==> src/rtl/a2d_pkg.sv <==
// Shared types and SCLK divider constants for the ADC128S round-robin reader.
package a2d_pkg;

    typedef enum logic [2:0] {IDLE, TX1, GAP, TX2, UPD} state_t;

    typedef enum logic [1:0] {RR_LFT, RR_RGHT, RR_BATT} rr_ptr_t;

    // SCLK = div[4]: loading 5'b10111 gives an 8-clk front porch with SCLK high.
    localparam logic [4:0] DIV_LOAD = 5'b10111;
    localparam logic [4:0] DIV_SMPL = 5'b01111;
    localparam logic [4:0] DIV_SHFT = 5'b11111;

    localparam logic [4:0] NUM_BITS = 5'd16;

    function automatic rr_ptr_t rr_next(input rr_ptr_t p);
        case (p)
            RR_LFT:  rr_next = RR_RGHT;
            RR_RGHT: rr_next = RR_BATT;
            default: rr_next = RR_LFT;
        endcase
    endfunction

endpackage

==> src/rtl/a2d_rr_reader_if.sv <==
// SPI pin bundle between the reader (master) and the ADC128S (slave).
interface a2d_rr_reader_if;
    logic SS_n;
    logic SCLK;
    logic MOSI;
    logic MISO;

    modport master (output SS_n, output SCLK, output MOSI, input MISO);
    modport slave  (input SS_n, input SCLK, input MOSI, output MISO);
endinterface

==> src/rtl/spi_mstr16.sv <==
// Generic 16-bit mode-3 SPI master: SCLK = clk/32, sample on SCLK rise,
// shift on SCLK fall, one-clk done pulse with the received word.
module spi_mstr16
    import a2d_pkg::*;
(
    input  logic        clk,
    input  logic        rst_n,
    input  logic        start,
    input  logic [15:0] cmd,
    output logic        done,
    output logic [15:0] rd_data,
    a2d_rr_reader_if.master spi
);

    logic        active_q, active_d;
    logic [4:0]  div_q,    div_d;
    logic [15:0] shft_q,   shft_d;
    logic        smpl_q,   smpl_d;
    logic [4:0]  cnt_q,    cnt_d;
    logic        done_q,   done_d;

    // NOTE: every *_d gets a default before the ifs so no path leaves it unassigned (no latch).
    always_comb begin
        active_d = active_q;
        div_d    = div_q;
        shft_d   = shft_q;
        smpl_d   = smpl_q;
        cnt_d    = cnt_q;
        done_d   = 1'b0;
        if (active_q) begin
            div_d = div_q + 5'd1;
            if (div_q == DIV_SMPL) begin
                smpl_d = spi.MISO;
                cnt_d  = cnt_q + 5'd1;
            end
            // The front-porch 11111 (no sample yet) must not shift out cmd[15].
            if (div_q == DIV_SHFT && cnt_q != 5'd0) begin
                shft_d = {shft_q[14:0], smpl_q};
            end
            if (div_q == DIV_SHFT && cnt_q == NUM_BITS) begin
                active_d = 1'b0;
                done_d   = 1'b1;
                div_d    = DIV_SHFT;
            end
        end else if (start) begin
            active_d = 1'b1;
            div_d    = DIV_LOAD;
            shft_d   = cmd;
            cnt_d    = 5'd0;
        end
    end

    // NOTE: sequential state uses non-blocking assignments only.
    always_ff @(posedge clk or negedge rst_n) begin
        if (!rst_n) begin
            active_q <= 1'b0;
            div_q    <= DIV_SHFT;
            shft_q   <= '0;
            smpl_q   <= 1'b0;
            cnt_q    <= '0;
            done_q   <= 1'b0;
        end else begin
            active_q <= active_d;
            div_q    <= div_d;
            shft_q   <= shft_d;
            smpl_q   <= smpl_d;
            cnt_q    <= cnt_d;
            done_q   <= done_d;
        end
    end

    // Idle divider parks at 11111 so SCLK idles high without extra muxing.
    assign spi.SS_n = ~active_q;
    assign spi.SCLK = div_q[4];
    assign spi.MOSI = active_q & shft_q[15];
    assign done     = done_q;
    assign rd_data  = shft_q;

endmodule

==> src/rtl/a2d_rr_reader.sv <==
// ADC128S round-robin reader: each nxt converts the next of LFT/RGHT/BATT using
// two SPI transactions (the ADC returns the channel requested one transaction earlier).
module a2d_rr_reader
    import a2d_pkg::*;
#(
    parameter logic [2:0] LFT_CH  = 3'd0,
    parameter logic [2:0] RGHT_CH = 3'd4,
    parameter logic [2:0] BATT_CH = 3'd5
) (
    input  logic        clk,
    input  logic        rst_n,
    input  logic        nxt,
    a2d_rr_reader_if.master spi,
    output logic [11:0] lft_ld,
    output logic [11:0] rght_ld,
    output logic [11:0] batt,
    output logic        upd,
    output logic        busy
);

    state_t      state_q, state_d;
    rr_ptr_t     ptr_q,   ptr_d;
    logic [11:0] lft_q,   lft_d;
    logic [11:0] rght_q,  rght_d;
    logic [11:0] batt_q,  batt_d;

    logic        start;
    logic        done;
    logic [15:0] rd_data;
    logic [2:0]  ch;
    logic        unused_rd_hi;

    spi_mstr16 u_spi (
        .clk     (clk),
        .rst_n   (rst_n),
        .start   (start),
        .cmd     ({2'b00, ch, 11'h000}),
        .done    (done),
        .rd_data (rd_data),
        .spi     (spi)
    );

    assign unused_rd_hi = ^rd_data[15:12];

    always_comb begin
        case (ptr_q)
            RR_LFT:  ch = LFT_CH;
            RR_RGHT: ch = RGHT_CH;
            default: ch = BATT_CH;
        endcase
    end

    always_ff @(posedge clk or negedge rst_n) begin
        if (!rst_n) begin
            state_q <= IDLE;
            ptr_q   <= RR_LFT;
            lft_q   <= '0;
            rght_q  <= '0;
            batt_q  <= '0;
        end else begin
            state_q <= state_d;
            ptr_q   <= ptr_d;
            lft_q   <= lft_d;
            rght_q  <= rght_d;
            batt_q  <= batt_d;
        end
    end

    always_comb begin
        state_d = state_q;
        case (state_q)
            IDLE:    if (nxt)  state_d = TX1;
            TX1:     if (done) state_d = GAP;
            GAP:               state_d = TX2;
            TX2:     if (done) state_d = UPD;
            default:           state_d = IDLE;
        endcase
    end

    always_comb begin
        start = (state_q == IDLE && nxt) || (state_q == GAP);
        upd   = (state_q == UPD);
        busy  = (state_q == TX1) || (state_q == GAP) || (state_q == TX2);
    end

    // Result lands on the TX2->UPD edge so it is already visible while upd is high.
    always_comb begin
        lft_d  = lft_q;
        rght_d = rght_q;
        batt_d = batt_q;
        ptr_d  = ptr_q;
        if (state_q == TX2 && done) begin
            case (ptr_q)
                RR_LFT:  lft_d  = rd_data[11:0];
                RR_RGHT: rght_d = rd_data[11:0];
                default: batt_d = rd_data[11:0];
            endcase
        end
        if (state_q == UPD) ptr_d = rr_next(ptr_q);
    end

    assign lft_ld  = lft_q;
    assign rght_ld = rght_q;
    assign batt    = batt_q;

endmodule

==> src/flat_wrapper.sv <==
// flat-port wrapper written by rule: the top's interface ports become plain ports
module a2d_rr_reader_flat import a2d_pkg::*;
#(
    parameter logic [2:0] LFT_CH  = 3'd0,
    parameter logic [2:0] RGHT_CH = 3'd4,
    parameter logic [2:0] BATT_CH = 3'd5
)
  (clk, rst_n, nxt, lft_ld, rght_ld, batt, upd, busy, spi_SS_n, spi_SCLK, spi_MOSI, spi_MISO);
  a2d_rr_reader_if spi_i ();
  input  logic clk;
  input  logic rst_n;
  input  logic nxt;
  output logic [11:0] lft_ld;
  output logic [11:0] rght_ld;
  output logic [11:0] batt;
  output logic upd;
  output logic busy;
  output wire logic [$bits(spi_i.SS_n)-1:0] spi_SS_n;
  output wire logic [$bits(spi_i.SCLK)-1:0] spi_SCLK;
  output wire logic [$bits(spi_i.MOSI)-1:0] spi_MOSI;
  input wire logic [$bits(spi_i.MISO)-1:0] spi_MISO;
  assign spi_SS_n = spi_i.SS_n;
  assign spi_SCLK = spi_i.SCLK;
  assign spi_MOSI = spi_i.MOSI;
  assign spi_i.MISO = spi_MISO;
  a2d_rr_reader #(.LFT_CH(LFT_CH), .RGHT_CH(RGHT_CH), .BATT_CH(BATT_CH)) u_core (.clk(clk), .rst_n(rst_n), .nxt(nxt), .spi(spi_i), .lft_ld(lft_ld), .rght_ld(rght_ld), .batt(batt), .upd(upd), .busy(busy));
endmodule
==> config.mk <==
export PLATFORM = sky130hd
export DESIGN_NAME = a2d_rr_reader_flat
export DESIGN_NICKNAME = d
export VERILOG_FILES = /design/src/rtl/a2d_pkg.sv /design/src/rtl/a2d_rr_reader_if.sv /design/src/rtl/spi_mstr16.sv /design/src/rtl/a2d_rr_reader.sv /design/src/flat_wrapper.sv
export SDC_FILE = /design/constraint.sdc
export NUM_CORES = 1
export LEC_CHECK = 0
export ABC_AREA = 1
export CORE_UTILIZATION = 58
export CTS_CLUSTER_DIAMETER = 60
export DETAILED_ROUTE_END_ITERATION = 10
export GPL_TIMING_DRIVEN = 0
export PLACE_DENSITY_LB_ADDON = 0.1
export SETUP_SLACK_MARGIN = 0.5
export SYNTH_ARGS = -nofsm -noshare
export SYNTH_HDL_FRONTEND = slang
export SYNTH_SLANG_ARGS = --single-unit
==> constraint.sdc <==
create_clock -name clk -period 3.9 [get_ports clk]
set_clock_uncertainty 0.15 [all_clocks]
set_input_delay 0.585 -clock clk [delete_from_list [all_inputs] [get_ports clk]]
set_output_delay 0.585 -clock clk [all_outputs]
set_load 0.01 [all_outputs]
# After elaboration in Yosys (flattened, before gate mapping)
# Index checks and enable logic that the tools add are counted.
classes:
  n_shift: 0
  multipliers: 0
  bitwise_logic: 3
  order_cmp: 0
  n_addsub: 2
  eq_ne: 13
  n_reduce_logical: 19
  muxes: 20
  div_mod_pow: 0
ops:
  columns: ["operator", "n"]
  rows:
  - ["$mux W16", 3]
  - ["$mux W5", 6]
  - ["$pmux W3 S4", 1]
  - ["$reduce_and A2 Y1", 6]
  - ["$add A5 B1 Y5 const B", 2]
  - ["$eq A5 B5 Y1 const B", 2]
  - ["$mux W3", 3]
  - ["$eq A3 B2 Y1 const B", 2]
  - ["$ne A2 B2 Y1 const B", 3]
  - ["$pmux W3 S2", 1]
  - ["$eq A5 B4 Y1 const B", 1]
  - ["$mux W1", 5]
  - ["$reduce_bool A5 Y1", 1]
  - ["$logic_and A1 B1 Y1", 4]
  - ["$ne A2 B1 Y1 const B", 2]
  - ["$pmux W2 S2", 1]
  - ["$eq A3 B1 Y1 const B", 1]
  - ["$eq A3 B3 Y1 const B", 1]
  - ["$logic_not A3 Y1", 1]
  - ["$logic_or A1 B1 Y1", 3]
  - ["$reduce_and A3 Y1", 1]
  - ["$eq A2 B1 Y1 const B", 1]
  - ["$logic_not A2 Y1", 1]
  - ["$not A1 Y1", 2]
  - ["other kinds (3)", 3]
totals:
  rom_bits: 0
  ff_bits: 70
  latch_bits: 0
  ram_bits: 0
  out_inout_bits: 41
  n_memories: 0

# Depth between registers and ports, before layout
# Gate-level depths: netlist of the first run.
logic_depth:
  ltp_word: 5
  depth_mapped: 11
  mapped_depth_nobuf: 10

# By module
# From an unflattened synthesis of the first run, not the netlist that was laid out.
unflattened:
  hier_cells: 411
  hier_area_um2: 3405.8
by_module_without_submodules:
  columns: ["mod", "cells_per_inst", "instances", "area_per_inst_um2"]
  rows:
  - ["a2d_rr_reader", 202, 1, 1835.5]
  - ["spi_mstr16", 209, 1, 1570.3]

# Worst setup path after synthesis of the first run
# Ideal clock, no wire load.
synth_path:
  kind: "register to register"
  startpoint: "register u_core.u_spi.div_q[0]"
  endpoint: "register u_core.u_spi.shft_q[1] (netlist: u_core.u_spi.rd_data[1])"
  n_path_buf: 1
  stages_incl_launch_ff: 12
  t_arrival_ns: 1.605
  required_time_ns: 3.685
  period_less_slack_ns: 1.819
  setup_slack_ns: 2.081
  setup_ns: 0.065
  path_cell_list: "dfstp_2 -> ha_1 -> nand2_1 -> nor2_1 -> ha_1 -> nand2_1 -> inv_1 -> nand2_2 -> inv_2 -> buf_4 -> nand2_1 -> nand2_1"
synth_between:
  elab_chain_len: 4
synth_lines:
  columns: ["item", "line", "source"]
  rows:
  - ["from (decl)", "spi_mstr16.sv:16", "logic [4:0] div_q, div_d;"]
  - ["from (signal assigned)", "spi_mstr16.sv:64", "div_q <= div_d;"]
  - ["$eq A5 B5 Y1", "spi_mstr16.sv:37", "if (div_q == DIV_SHFT && cnt_q != 5'd0) begin"]
  - ["$logic_and A1 B1 Y1", "spi_mstr16.sv:37", null]
  - ["$ne A2 B1 Y1 (no line)", null, null]
  - ["$reduce_and A2 Y1 (no line)", null, null]
  - ["to (signal assigned)", "spi_mstr16.sv:65", "shft_q <= shft_d;"]
  - ["to (decl)", "spi_mstr16.sv:17", "logic [15:0] shft_q, shft_d;"]
# No other way between the ends.
# A chain may end at the register's enable or synchronous reset.

# Final worst setup path of the first run
layout_path:
  startpoint: "register u_core.state_q[2]"
  endpoint: "output port upd"
layout_between:
  elab_chain_len: 1
layout_lines:
  columns: ["item", "line", "source"]
  rows:
  - ["from (decl)", "a2d_rr_reader.sv:21", "state_t state_q, state_d;"]
  - ["from (signal assigned)", "a2d_rr_reader.sv:61", "state_q <= state_d;"]
  - ["$eq A3 B3 Y1", "a2d_rr_reader.sv:82", "upd = (state_q == UPD);"]
  - ["to (decl)", "flat_wrapper.sv:16", "output logic upd;"]
# No other way between the ends.

==> results.tsv, run 1 <==
stage	metric	value	unit
clocking	CTS hold repair buffers	0	
place	routability cong.	0.8286	
global_routing	largest net degree at the start of global routing	71	
critical_path	R2R setup slack	1770	ps
route	wire length per cell	13.39	microns
global_routing	busiest grt layer	met2	
timing	Final Max Tran Viols	0	
critical_path	CP Buf/Inv Count	2	
worst_hold_path	Hold Path Class	input port to asynchronous set/reset pin	
cells_and_area	Layout Cells excl Fill	483	
logic_synthesis	register bit total from synthesis	70	
timing	maximum clock rate	369.6	MHz
global_routing	initial antenna violation count	0	
logic_synthesis	number of unique standard cell types used by synthesis	24	
timing	RSZ-0062 raised after global routing	false	
place	pre-CTS setup slack	1524	ps
timing	Final Hold Vio Count	0	
clocking	Max Buffers Root-to-Sink	2	
global_routing	first-pass GRT wire length	10460	microns
cells_and_area	area of the multi-input gates	1102	sq um
die	Die Area	5555	sq um
logic_synthesis	synthesized area	3052	sq um
critical_path	RR Startpoint	u_core.u_spi.div_q[0]	
timing	slew margin rel.	42.63	%
logic_synthesis	Post-Syn Instances	353	
pwr	Static Leak	1.926	nW
die	Row Count	26	
cells_and_area	Final nets	417	
global_routing	M3 GR Usage	4.065	%
logic_synthesis	post-synthesis sequential area ratio	57.61	%
pwr	worst IR drop on VDD	0.2889	mV
timing	post-layout min period	2705	ps
clocking	CTS clock-pin slew for the worst setup and hold paths	70	ps
place	Post-DP HPWL	4562	microns
die	DIE WIDTH	74.54	microns
global_routing	vias in the first global route	2244	
critical_path	crit-path cells	inv_1 -> nor3_1 -> clkdlybuf4s50_1	
die	number of top-level pins	45	
global_routing	met2 Resource Use GR	39.04	%
clocking	H-tree depth	3	
clocking	CTS root buf	clkbuf_8	
run	Max-cap violations	0	
timing	measured slew at the worst slew-check pin	860.6	ps
place	IO Port Bufs	44	
timing	ratio of final minimum period to clock period	69.37	%
timing	Final setup viols	0	
critical_path	reg2reg end	u_core.u_spi.rd_data[7]	
route	drt first pass iters	4	
cells_and_area	Final Cell Area	3777	sq um
logic_synthesis	Synth area leaders	dfrtp_1, nand2_1, nand3_1, dfstp_2, inv_1	
pwr	pwr/cell area	353.8	nW/um^2
clocking	Setup Fix Bufs, Post-CTS	0	
logic_synthesis	biggest area consumer among synthesized cells	dfrtp_1	
critical_path	Setup crit end kind	output port	
outcome	outcome	completed	
critical_path	CP Data Arrival Time	1970	ps
route	Detailed Route Iter0 Violations	188	
logic_synthesis	Mapped Nets	362	
cells_and_area	fin util	74.43	%
critical_path	worst-path maximum fanout	5	
die	Die Ht	74.54	microns
clocking	CTS buffer count	9	
critical_path	Slowest-stage cell, CP	clkdlybuf4s50_1	
timing	fin worst setup slack	1195	ps
timing	setup_tns	0	ps
cells_and_area	Fill cells	405	
cells_and_area	Register Area	1758	sq um
cells_and_area	commonest non-fill, non-tap cell in the layout	nand2_1	
die	CORE AREA	5075	sq um
cells_and_area	area grow syn2layout	23.78	%
route	final wirelength	6468	microns
logic_synthesis	Yosys warnings	0	
clocking	Clk Latency, worst-skew pair	340	ps
route	Via Count	2501	
critical_path	Startpoint Class	flop	
route	via-per-instance ratio	5.178	
critical_path	CP Depth	3	
place	placed cells	467	
critical_path	critical path class	flop to output port	
clocking	post-CTS sizing	0	
cells_and_area	ANT cells	0	
logic_synthesis	share of the synthesized area in the top cell type	53.30	%
global_routing	met1 Resource Use GR	36.44	%
route	drt drc	0	
logic_synthesis	Avg Cell Area, Syn	8.645	sq um
route	DRT antenna net count	0	
clocking	CTS tree	built	
place	Post-DP Area	3577	sq um
clocking	clock sink count	70	
global_routing	grt ovf	0	
global_routing	All-Layer GR Usage	25.70	%
cells_and_area	share of cells above drive strength 1	10.41	%
critical_path	worst r2r path cells	11	
cells_and_area	most frequent cells in the layout	nand2_1, dfrtp_1, nand3_1	
critical_path	crit-path max cell delay	640	ps
critical_path	top cell family by delay on the critical path	buffers and inverters	
critical_path	required time of the critical path	3160	ps
die	Initial Util	60.13	%
-- worst register-to-register path: stages, from the launching register on --
cell     delay (ps)
dfstp_2         570
ha_1            180
nand2_1          80
nor2_1          160
ha_1            230
nand2_1          70
inv_1            60
nand2_2         130
inv_2           130
buf_4           180
nand2_1          70
nand2_1          60
-- cell families after synthesis --
family | Yosys count | synth area share [%]
fa+ha+maj | 5 | 2.050
xor+xnor | 1 | 0.2871
simple gates | 223 | 31.08
buf+inv | 38 | 6.273
flops | 70 | 57.61
compound gates | 16 | 2.706
-- metal layers --
layer	vias up	wire [microns]	share of wire (%)
li1	1241	-	-
met1	1190	3069	47
met2	60	3014	47
met3	10	296	4.6
met4	0	88	1.4
met5	-	0	0
-- area by class of cell --
class | instances | share of cell area, %
sequential | 70 | 46.54
multi-input combinational | 245 | 29.18
timing repair buffer | 44 | 11.59
clock buffer | 12 | 4.107
buffer | 16 | 2.882
tap | 70 | 2.319
inverter | 22 | 2.186
clock inverter | 4 | 1.192
-- where the power goes --
group / switching (W) / leakage (nW) / internal, W / total, W
clock network: 0.000264 / 0.106 / 0.000327 / 0.000591
logic: 0.0000143 / 0.962 / 0.00000301 / 0.0000173
registers: 0.00000118 / 0.858 / 0.000727 / 0.000728
total: 0.000279 / 1.93 / 0.00106 / 0.00134
-- worst max-delay path by stage --
stage,to,slack (ps),startpoint
final,upd,1190,u_core.state_q[2]
after global routing,upd,1090,u_core.state_q[2]
after floorplan,u_core.u_spi.rd_data[1],2080,u_core.u_spi.div_q[0]
after CTS,upd,1150,u_core.state_q[2]
after detailed placement,upd,1520,u_core.state_q[2]
after global placement,u_core.rght_ld[5],-220,rst_n
-- state kept, by name, summed over array words and instances, names as in the netlist --
register,cells
u_core.state_q,3
u_core.u_spi.smpl_q,1
u_core.u_spi.rd_data,16
u_core.u_spi.active_q,1
u_core.batt,12
u_core.rght_ld,12
u_core.u_spi.cnt_q,5
u_core.u_spi.div_q,5
u_core.ptr_q,2
u_core.lft_ld,12
u_core.u_spi.done,1
-- stage by stage --
| stage | hold WS [ps] | power [W] |
|---|---|---|
| after detailed placement | 307.1 | 0.0007602 |
| after CTS | 227.2 | 0.001344 |
| final | 193.5 | 0.001336 |
| after global routing | 273.7 | 0.001374 |
| after floorplan | 139.4 | 0.0007430 |
| after global placement | 303.8 | 0.0007607 |
-- cells in the mapped netlist (all sizes together) --
master and count:
o31ai 1, clkbuf 1, inv 22, nand4 3, nor3 1, ha 5
nand2 142, nor2 13, buf 15, nand3 63, dfrtp 65, xor2 1
a21oi 3, dfstp 5, o21ai 12, nand3b 1
(Power assumes the default switching activity.)
==> inputs of run 2 (changes only) <==
--- a/config.mk
+++ b/config.mk
@@ -6,7 +6,7 @@
 export NUM_CORES = 1
 export LEC_CHECK = 0
 export ABC_AREA = 1
-export CORE_UTILIZATION = 58
+export CORE_UTILIZATION = 48
 export CTS_CLUSTER_DIAMETER = 60
 export DETAILED_ROUTE_END_ITERATION = 10
 export GPL_TIMING_DRIVEN = 0
==> constraint.sdc (replaced) <==
create_clock -name clk -period 2.3 [get_ports clk]
set_clock_uncertainty 0.15 [all_clocks]
set_input_delay 0.345 -clock clk [delete_from_list [all_inputs] [get_ports clk]]
set_output_delay 0.345 -clock clk [all_outputs]
set_load 0.01 [all_outputs]
==> run 2 against run 1 <==
Against the previous run:
- via count increased by 4.0%
- final area increased by 7.5%
- sequential share of layout area decreased by 3.1 points
- sequential power increased by 69%
- cell count increased by 5.0%
- highest routed layer unchanged
- wire length increased by 8.0%
- die area increased by 20%
- critical endpoint unchanged
==> results.tsv, run 2 (synthesized netlist as in run 1, its figures left out) <==
stage	metric	value	unit	change
place	IO Port Bufs	44		unchanged
pwr	pwr/cell area	526.2	nW/um^2	+49%
clocking	clock sink count	70		unchanged
die	Row Count	28		+7.7%
route	drt first pass iters	4		unchanged
place	placed cells	472		+1.1%
outcome	outcome	completed		
place	routability cong.	0.7873		-5.0%
timing	Final setup viols	0		unchanged
clocking	H-tree depth	3		unchanged
cells_and_area	most frequent cells in the layout	nand2_1, dfrtp_1, nand3_1		
global_routing	All-Layer GR Usage	22.79	%	-2.9 points
global_routing	first-pass GRT wire length	11190	microns	+7.0%
timing	Final Hold Vio Count	0		unchanged
cells_and_area	ANT cells	0		unchanged
cells_and_area	Final nets	436		+4.6%
global_routing	initial antenna violation count	0		unchanged
critical_path	Startpoint Class	flop		
cells_and_area	area grow syn2layout	33.09	%	
die	Die Ht	81.74	microns	+9.7%
cells_and_area	Fill cells	502		+24%
global_routing	grt ovf	0		unchanged
die	DIE WIDTH	81.74	microns	+9.7%
clocking	CTS buffer count	9		unchanged
timing	maximum clock rate	556.0	MHz	
cells_and_area	fin util	67.40	%	-7.0 points
timing	Final Max Tran Viols	0		unchanged
timing	ratio of final minimum period to clock period	78.20	%	
timing	post-layout min period	1799	ps	
clocking	CTS root buf	clkbuf_8		
timing	hold_ws	322.6	ps	+129.0 ps
timing	setup_tns	0	ps	unchanged
critical_path	required time of the critical path	1800	ps	-1360 ps
critical_path	critical path class	flop to output port		
cells_and_area	commonest non-fill, non-tap cell in the layout	nand2_1		
cells_and_area	max reg flops	16		unchanged
pwr	Static Leak	2.079	nW	+7.9%
die	number of top-level pins	45		unchanged
timing	RSZ-0062 raised after global routing	true		
cells_and_area	Layout Cells excl Fill	507		+5.0%
clocking	CTS clock-pin slew for the worst setup and hold paths	80	ps	about the same
route	final wirelength	6986	microns	+8.0%
run	Max-cap violations	0		unchanged
clocking	Clk Latency, worst-skew pair	330	ps	about the same
pwr	worst IR drop on VDD	0.3160	mV	+9.4%
clocking	CTS tree	built		
timing	slew margin rel.	41.04	%	-1.6 points
route	Detailed Route Iter0 Violations	166		-12%
cells_and_area	share of cells above drive strength 1	21.06	%	+11 points
critical_path	worst-path maximum fanout	5		unchanged
route	wire length per cell	13.78	microns	+2.9%
worst_hold_path	Hold Path Class	flop to flop		
critical_path	Setup crit end kind	output port		
global_routing	largest net degree at the start of global routing	71		unchanged
route	DRT antenna net count	0		unchanged
place	Post-DP HPWL	4525	microns	-0.80%
die	Die Area	6681	sq um	+20%
critical_path	CP Data Arrival Time	1300	ps	-670 ps
route	drt drc	0		unchanged
die	CORE AREA	6026	sq um	+19%
timing	measured slew at the worst slew-check pin	884.3	ps	+23.75 ps
route	via-per-instance ratio	5.128		-0.96%
global_routing	vias in the first global route	2355		+4.9%
route	Via Count	2600		+4.0%
die	Initial Util	50.64	%	-9.5 points
clocking	Max Buffers Root-to-Sink	2		unchanged
==> run 2: changes by cell type in the layout (fill, tap and decap cells not counted), sizes merged, moves of 2 or more <==
cell           before  now
dlygate4sd2         0    3
clkdlybuf4s50      43   36
clkbuf             13   15
buf                16   34
dlymetal6s2s        0    2
==> run 2: critical path, stage by stage (launching register included) <==
cell	delay [ps]
dfrtp_2	420
inv_1	90
nor3_4	280
clkbuf_2	180
==> run 2: routing by layer <==
metal	vias to the layer above	wire length, microns	GRT usage (%)
met2	65	3244	34.30
met3	8	394	4.333
met5	-	0	0
met1	1248	3251	32.23
met4	0	96	9.649
li1	1279	-	-
==> run 2: layout make-up <==
cell class                 count  area [sq um]  share of cell area, %
tap                           75         93.84                  2.311
sequential                    70          1763                  43.41
multi-input combinational    245          1222                  30.10
inverter                      22         90.09                  2.218
clock buffer                  12         145.1                  3.574
clock inverter                 4         22.52                 0.5545
buffer                        16         122.6                  3.019
timing repair buffer          63         601.8                  14.82
==> run 2: power breakdown <==
group | total (W) | internal (W) | switching, W
clock network | 0.000871 | 0.000416 | 0.000455
logic | 0.0000313 | 0.00000627 | 0.0000251
registers | 0.00123 | 0.00123 | 0.00000215
==> run 2: worst paths after layout <==
path	from	end	slack, ps	cells after the start
min	u_core.rght_ld[5]	u_core.rght_ld[5]	320	2
min in group asynchronous	rst_n	u_core.ptr_q[0]	520	2
max reg2reg	u_core.u_spi.div_q[1]	u_core.u_spi.rd_data[5]	510	11
max	u_core.state_q[2]	upd	500	3
max in group asynchronous	rst_n	u_core.u_spi.active_q	850	2
min reg2reg	u_core.rght_ld[5]	u_core.rght_ld[5]	320	2
==> run 2: what timing repair did <==
item | 4_1_cts | 5_1_grt
setup endpoints to repair | 32 | 31
hold endpoints to repair | 2 | 0
hold buffers | 1 | 0
pin swaps | 3 | 22
setup buffers | 9 | 7
cloned | 2 | 0
gates resized for setup | 23 | 32
==> run 2: through the flow <==
step	total power [W]	area [sq um]	setup WS (ps)
4_1_cts	0.002145	3919	299.7
3_5_place_dp	0.001290	3601	149.2
5_1_grt	0.002206	4061	422.2
2_1_floorplan	0.001260	3069	505.1
6_report	0.002137	4061	501.4
3_3_place_gp	0.001291	3603	-1679
==> inputs of run 3 (changes only) <==
--- a/config.mk
+++ b/config.mk
@@ -6,7 +6,7 @@
 export NUM_CORES = 1
 export LEC_CHECK = 0
 export ABC_AREA = 1
-export CORE_UTILIZATION = 48
+export CORE_UTILIZATION = 54
 export CTS_CLUSTER_DIAMETER = 60
 export DETAILED_ROUTE_END_ITERATION = 10
 export GPL_TIMING_DRIVEN = 0
==> constraint.sdc (replaced) <==
create_clock -name clk -period 1.8 [get_ports clk]
set_clock_uncertainty 0.15 [all_clocks]
set_input_delay 0.27 -clock clk [delete_from_list [all_inputs] [get_ports clk]]
set_output_delay 0.27 -clock clk [all_outputs]
set_load 0.01 [all_outputs]
==> run 3 against run 2 <==
Against the previous run:
- the run now ends with hold timing, setup timing left
- first-iteration DRC count increased by 110%
- clock-buffer cell count decreased by 1
- final area increased by 22%
- via count up 33%
- worst setup slack got worse by 600 ps
- combinational power increased by 32%
- cell count rose by 7.9%
- critical endpoint is now u_core.u_spi.rd_data[6]
==> results.tsv, run 3 (synthesized netlist as in run 1, its figures left out) <==
stage	metric	value	unit	change
timing	fin worst setup slack	-95.64	ps	-597.0 ps
global_routing	All-Layer GR Usage	32.64	%	+9.9 points
pwr	Static Leak	2.541	nW	+22%
timing	maximum clock rate	527.5	MHz	
critical_path	critical path class	flop to flop		
cells_and_area	most frequent cells in the layout	nand2_1, dfrtp_1, nand2_2		
timing	hold_ws	-139.3	ps	-461.9 ps
die	Die Ht	77.18	microns	-5.6%
outcome	outcome	finished with violations		
global_routing	initial antenna violation count	0		unchanged
critical_path	crit-path max cell delay	590	ps	+170 ps
die	DIE WIDTH	77.18	microns	-5.6%
clocking	CTS buffer count	9		unchanged
timing	Final setup viols	25		+25
clocking	clock sink count	70		unchanged
timing	ratio of final minimum period to clock period	105.3	%	
clocking	CTS clock-pin slew for the worst setup and hold paths	80	ps	about the same
timing	Final Max Tran Viols	0		unchanged
critical_path	crit-path cells	ha_4 -> nand2_4 -> nor2_4 -> ha_4 -> nand2_2 -> inv_2 -> nand2_8 -> inv_8 -> buf_6 -> nand2_1 -> nand2_1		
critical_path	Slowest-stage cell, CP	dfstp_2		
place	placed cells	469		-0.64%
outcome	violated checks	hold timing, setup timing		
cells_and_area	fin util	90.63	%	+23 points
route	drt first pass iters	8		+4
route	via-per-instance ratio	6.305		+23%
timing	slew margin rel.	39.63	%	-1.4 points
cells_and_area	Fill cells	202		-60%
route	DRT antenna net count	0		unchanged
critical_path	required time of the critical path	1950	ps	+150 ps
pwr	pwr/cell area	649.6	nW/um^2	+23%
worst_hold_path	Hold Path Class	input port to asynchronous set/reset pin		
die	Initial Util	55.76	%	+5.1 points
die	number of top-level pins	45		unchanged
clocking	CTS root buf	clkbuf_8		
die	Die Area	5956	sq um	-11%
route	routed wl met3	1363	microns	+250%
route	wire length per cell	23.70	microns	+72%
die	Row Count	27		-3.6%
clocking	Max Buffers Root-to-Sink	2		unchanged
timing	measured slew at the worst slew-check pin	905.5	ps	+21.21 ps
cells_and_area	area grow syn2layout	62.53	%	
place	Post-DP HPWL	4408	microns	-2.6%
cells_and_area	Layout Cells excl Fill	547		+7.9%
route	final wirelength	12970	microns	+86%
cells_and_area	max reg flops	16		unchanged
critical_path	CP Data Arrival Time	2050	ps	+750 ps
place	IO Port Bufs	44		unchanged
route	Detailed Route Iter0 Violations	350		+110%
global_routing	grt ovf	0		unchanged
timing	RSZ-0062 raised after global routing	true		
critical_path	Startpoint Class	flop		
clocking	H-tree depth	3		unchanged
critical_path	CP Buf/Inv Count	3		+1
timing	post-layout min period	1896	ps	
place	routability cong.	0.8177		+3.9%
cells_and_area	share of cells above drive strength 1	57.68	%	+37 points
cells_and_area	ANT cells	0		unchanged
global_routing	largest net degree at the start of global routing	71		unchanged
global_routing	first-pass GRT wire length	14590	microns	+30%
global_routing	vias in the first global route	3030		+29%
route	DR top layer	met4		
cells_and_area	Final nets	480		+10%
route	drt drc	0		unchanged
timing	Final Hold Vio Count	65		+65
clocking	Clk Latency, worst-skew pair	360	ps	+30 ps
cells_and_area	Register Area	1762	sq um	about the same
die	CORE AREA	5473	sq um	-9.2%
route	DR WL met2	6113	microns	+88%
critical_path	worst-path maximum fanout	7		+2
route	M1 wire length	4396	microns	+35%
cells_and_area	commonest non-fill, non-tap cell in the layout	nand2_1		
critical_path	top cell family by delay on the critical path	flip-flops		
route	Via Count	3449		+33%
clocking	CTS tree	built		
cells_and_area	area of the multi-input gates	1740	sq um	+42%
timing	setup_tns	-1459	ps	-1459 ps
run	Max-cap violations	0		unchanged
pwr	worst IR drop on VDD	0.6840	mV	+120%
critical_path	Setup crit end kind	flop		
## run 3: cell types whose count changed in the layout (fill, tap and decap cells not counted), sizes merged
cell,change
bufinv,+3
clkinv,-2
clkinvlp,-1
dlygate4sd2,-3
dlymetal6s2s,-2
buf,+85
clkbuf,-2
clkdlybuf4s50,-34
dlygate4sd3,-1
## run 3: area by class of cell
class | count | area share (%)
clock inverters | 4 | 1.917
well taps | 72 | 1.816
flip-flops and latches | 70 | 35.52
plain buffers | 16 | 3.607
repair buffers | 107 | 17.33
clock buffers | 11 | 2.851
multi-input cells | 245 | 35.09
inverters | 22 | 1.867
## run 3: path summary, 6_finish.rpt
kind	from	endpoint	slack (ps)	depth (start not counted)
setup / recovery	u_core.u_spi.div_q[1]	u_core.u_spi.rd_data[6]	-100	11
hold / removal	rst_n	u_core.state_q[1]	-140	1
setup reg to reg	u_core.u_spi.div_q[1]	u_core.u_spi.rd_data[6]	-100	11
hold reg to reg	u_core.rght_ld[6]	u_core.rght_ld[6]	340	2
max in group asynchronous	rst_n	u_core.state_q[2]	1020	1
min in group clk	spi_MISO	u_core.u_spi.smpl_q	290	3
## run 3: stage by stage
step / instance area, sq um / setup WS, ps / hold WS, ps / total power [W]
2_1_floorplan: 3099 / 64.68 / -175.6 / 0.001610
6_report: 4960 / -95.64 / -139.3 / 0.003222
3_3_place_gp: 3630 / -2050 / 302.5 / 0.001649
4_1_cts: 4373 / 44.31 / -75.12 / 0.003160
3_5_place_dp: 3627 / -107.3 / 294.4 / 0.001648
5_1_grt: 4960 / -145.2 / -50.32 / 0.003276
## run 3: worst reg2reg max path: stages (launching register included)
cell	delay, ps
dfstp_2	590
ha_4	170
nand2_4	60
nor2_4	130
ha_4	150
nand2_2	40
inv_2	80
nand2_8	100
inv_8	90
buf_6	130
nand2_1	70
nand2_1	70
## run 3: timing repair
action                                 CTS  global route
buffers inserted                        32            23
endpoints found under the hold margin   65            65
gates resized for setup                273           106
setup endpoints to repair              103           107
pin swaps                               37            52
gates cloned                             7             1
## run 3: power breakdown
group          leakage [nW]  switching [W]  internal (W)
clock network         0.119       0.000652      0.000950
logic                  1.57      0.0000345    0.00000688
registers             0.854     0.00000487       0.00157
## run 3: routing by layer
metal | track usage [%] | vias to the layer above
met3 | 7.381 | 115
met1 | 40.30 | 1639
met5 | 0 | -
met2 | 52.92 | 323
met4 | 18.11 | 0
li1 | - | 1372
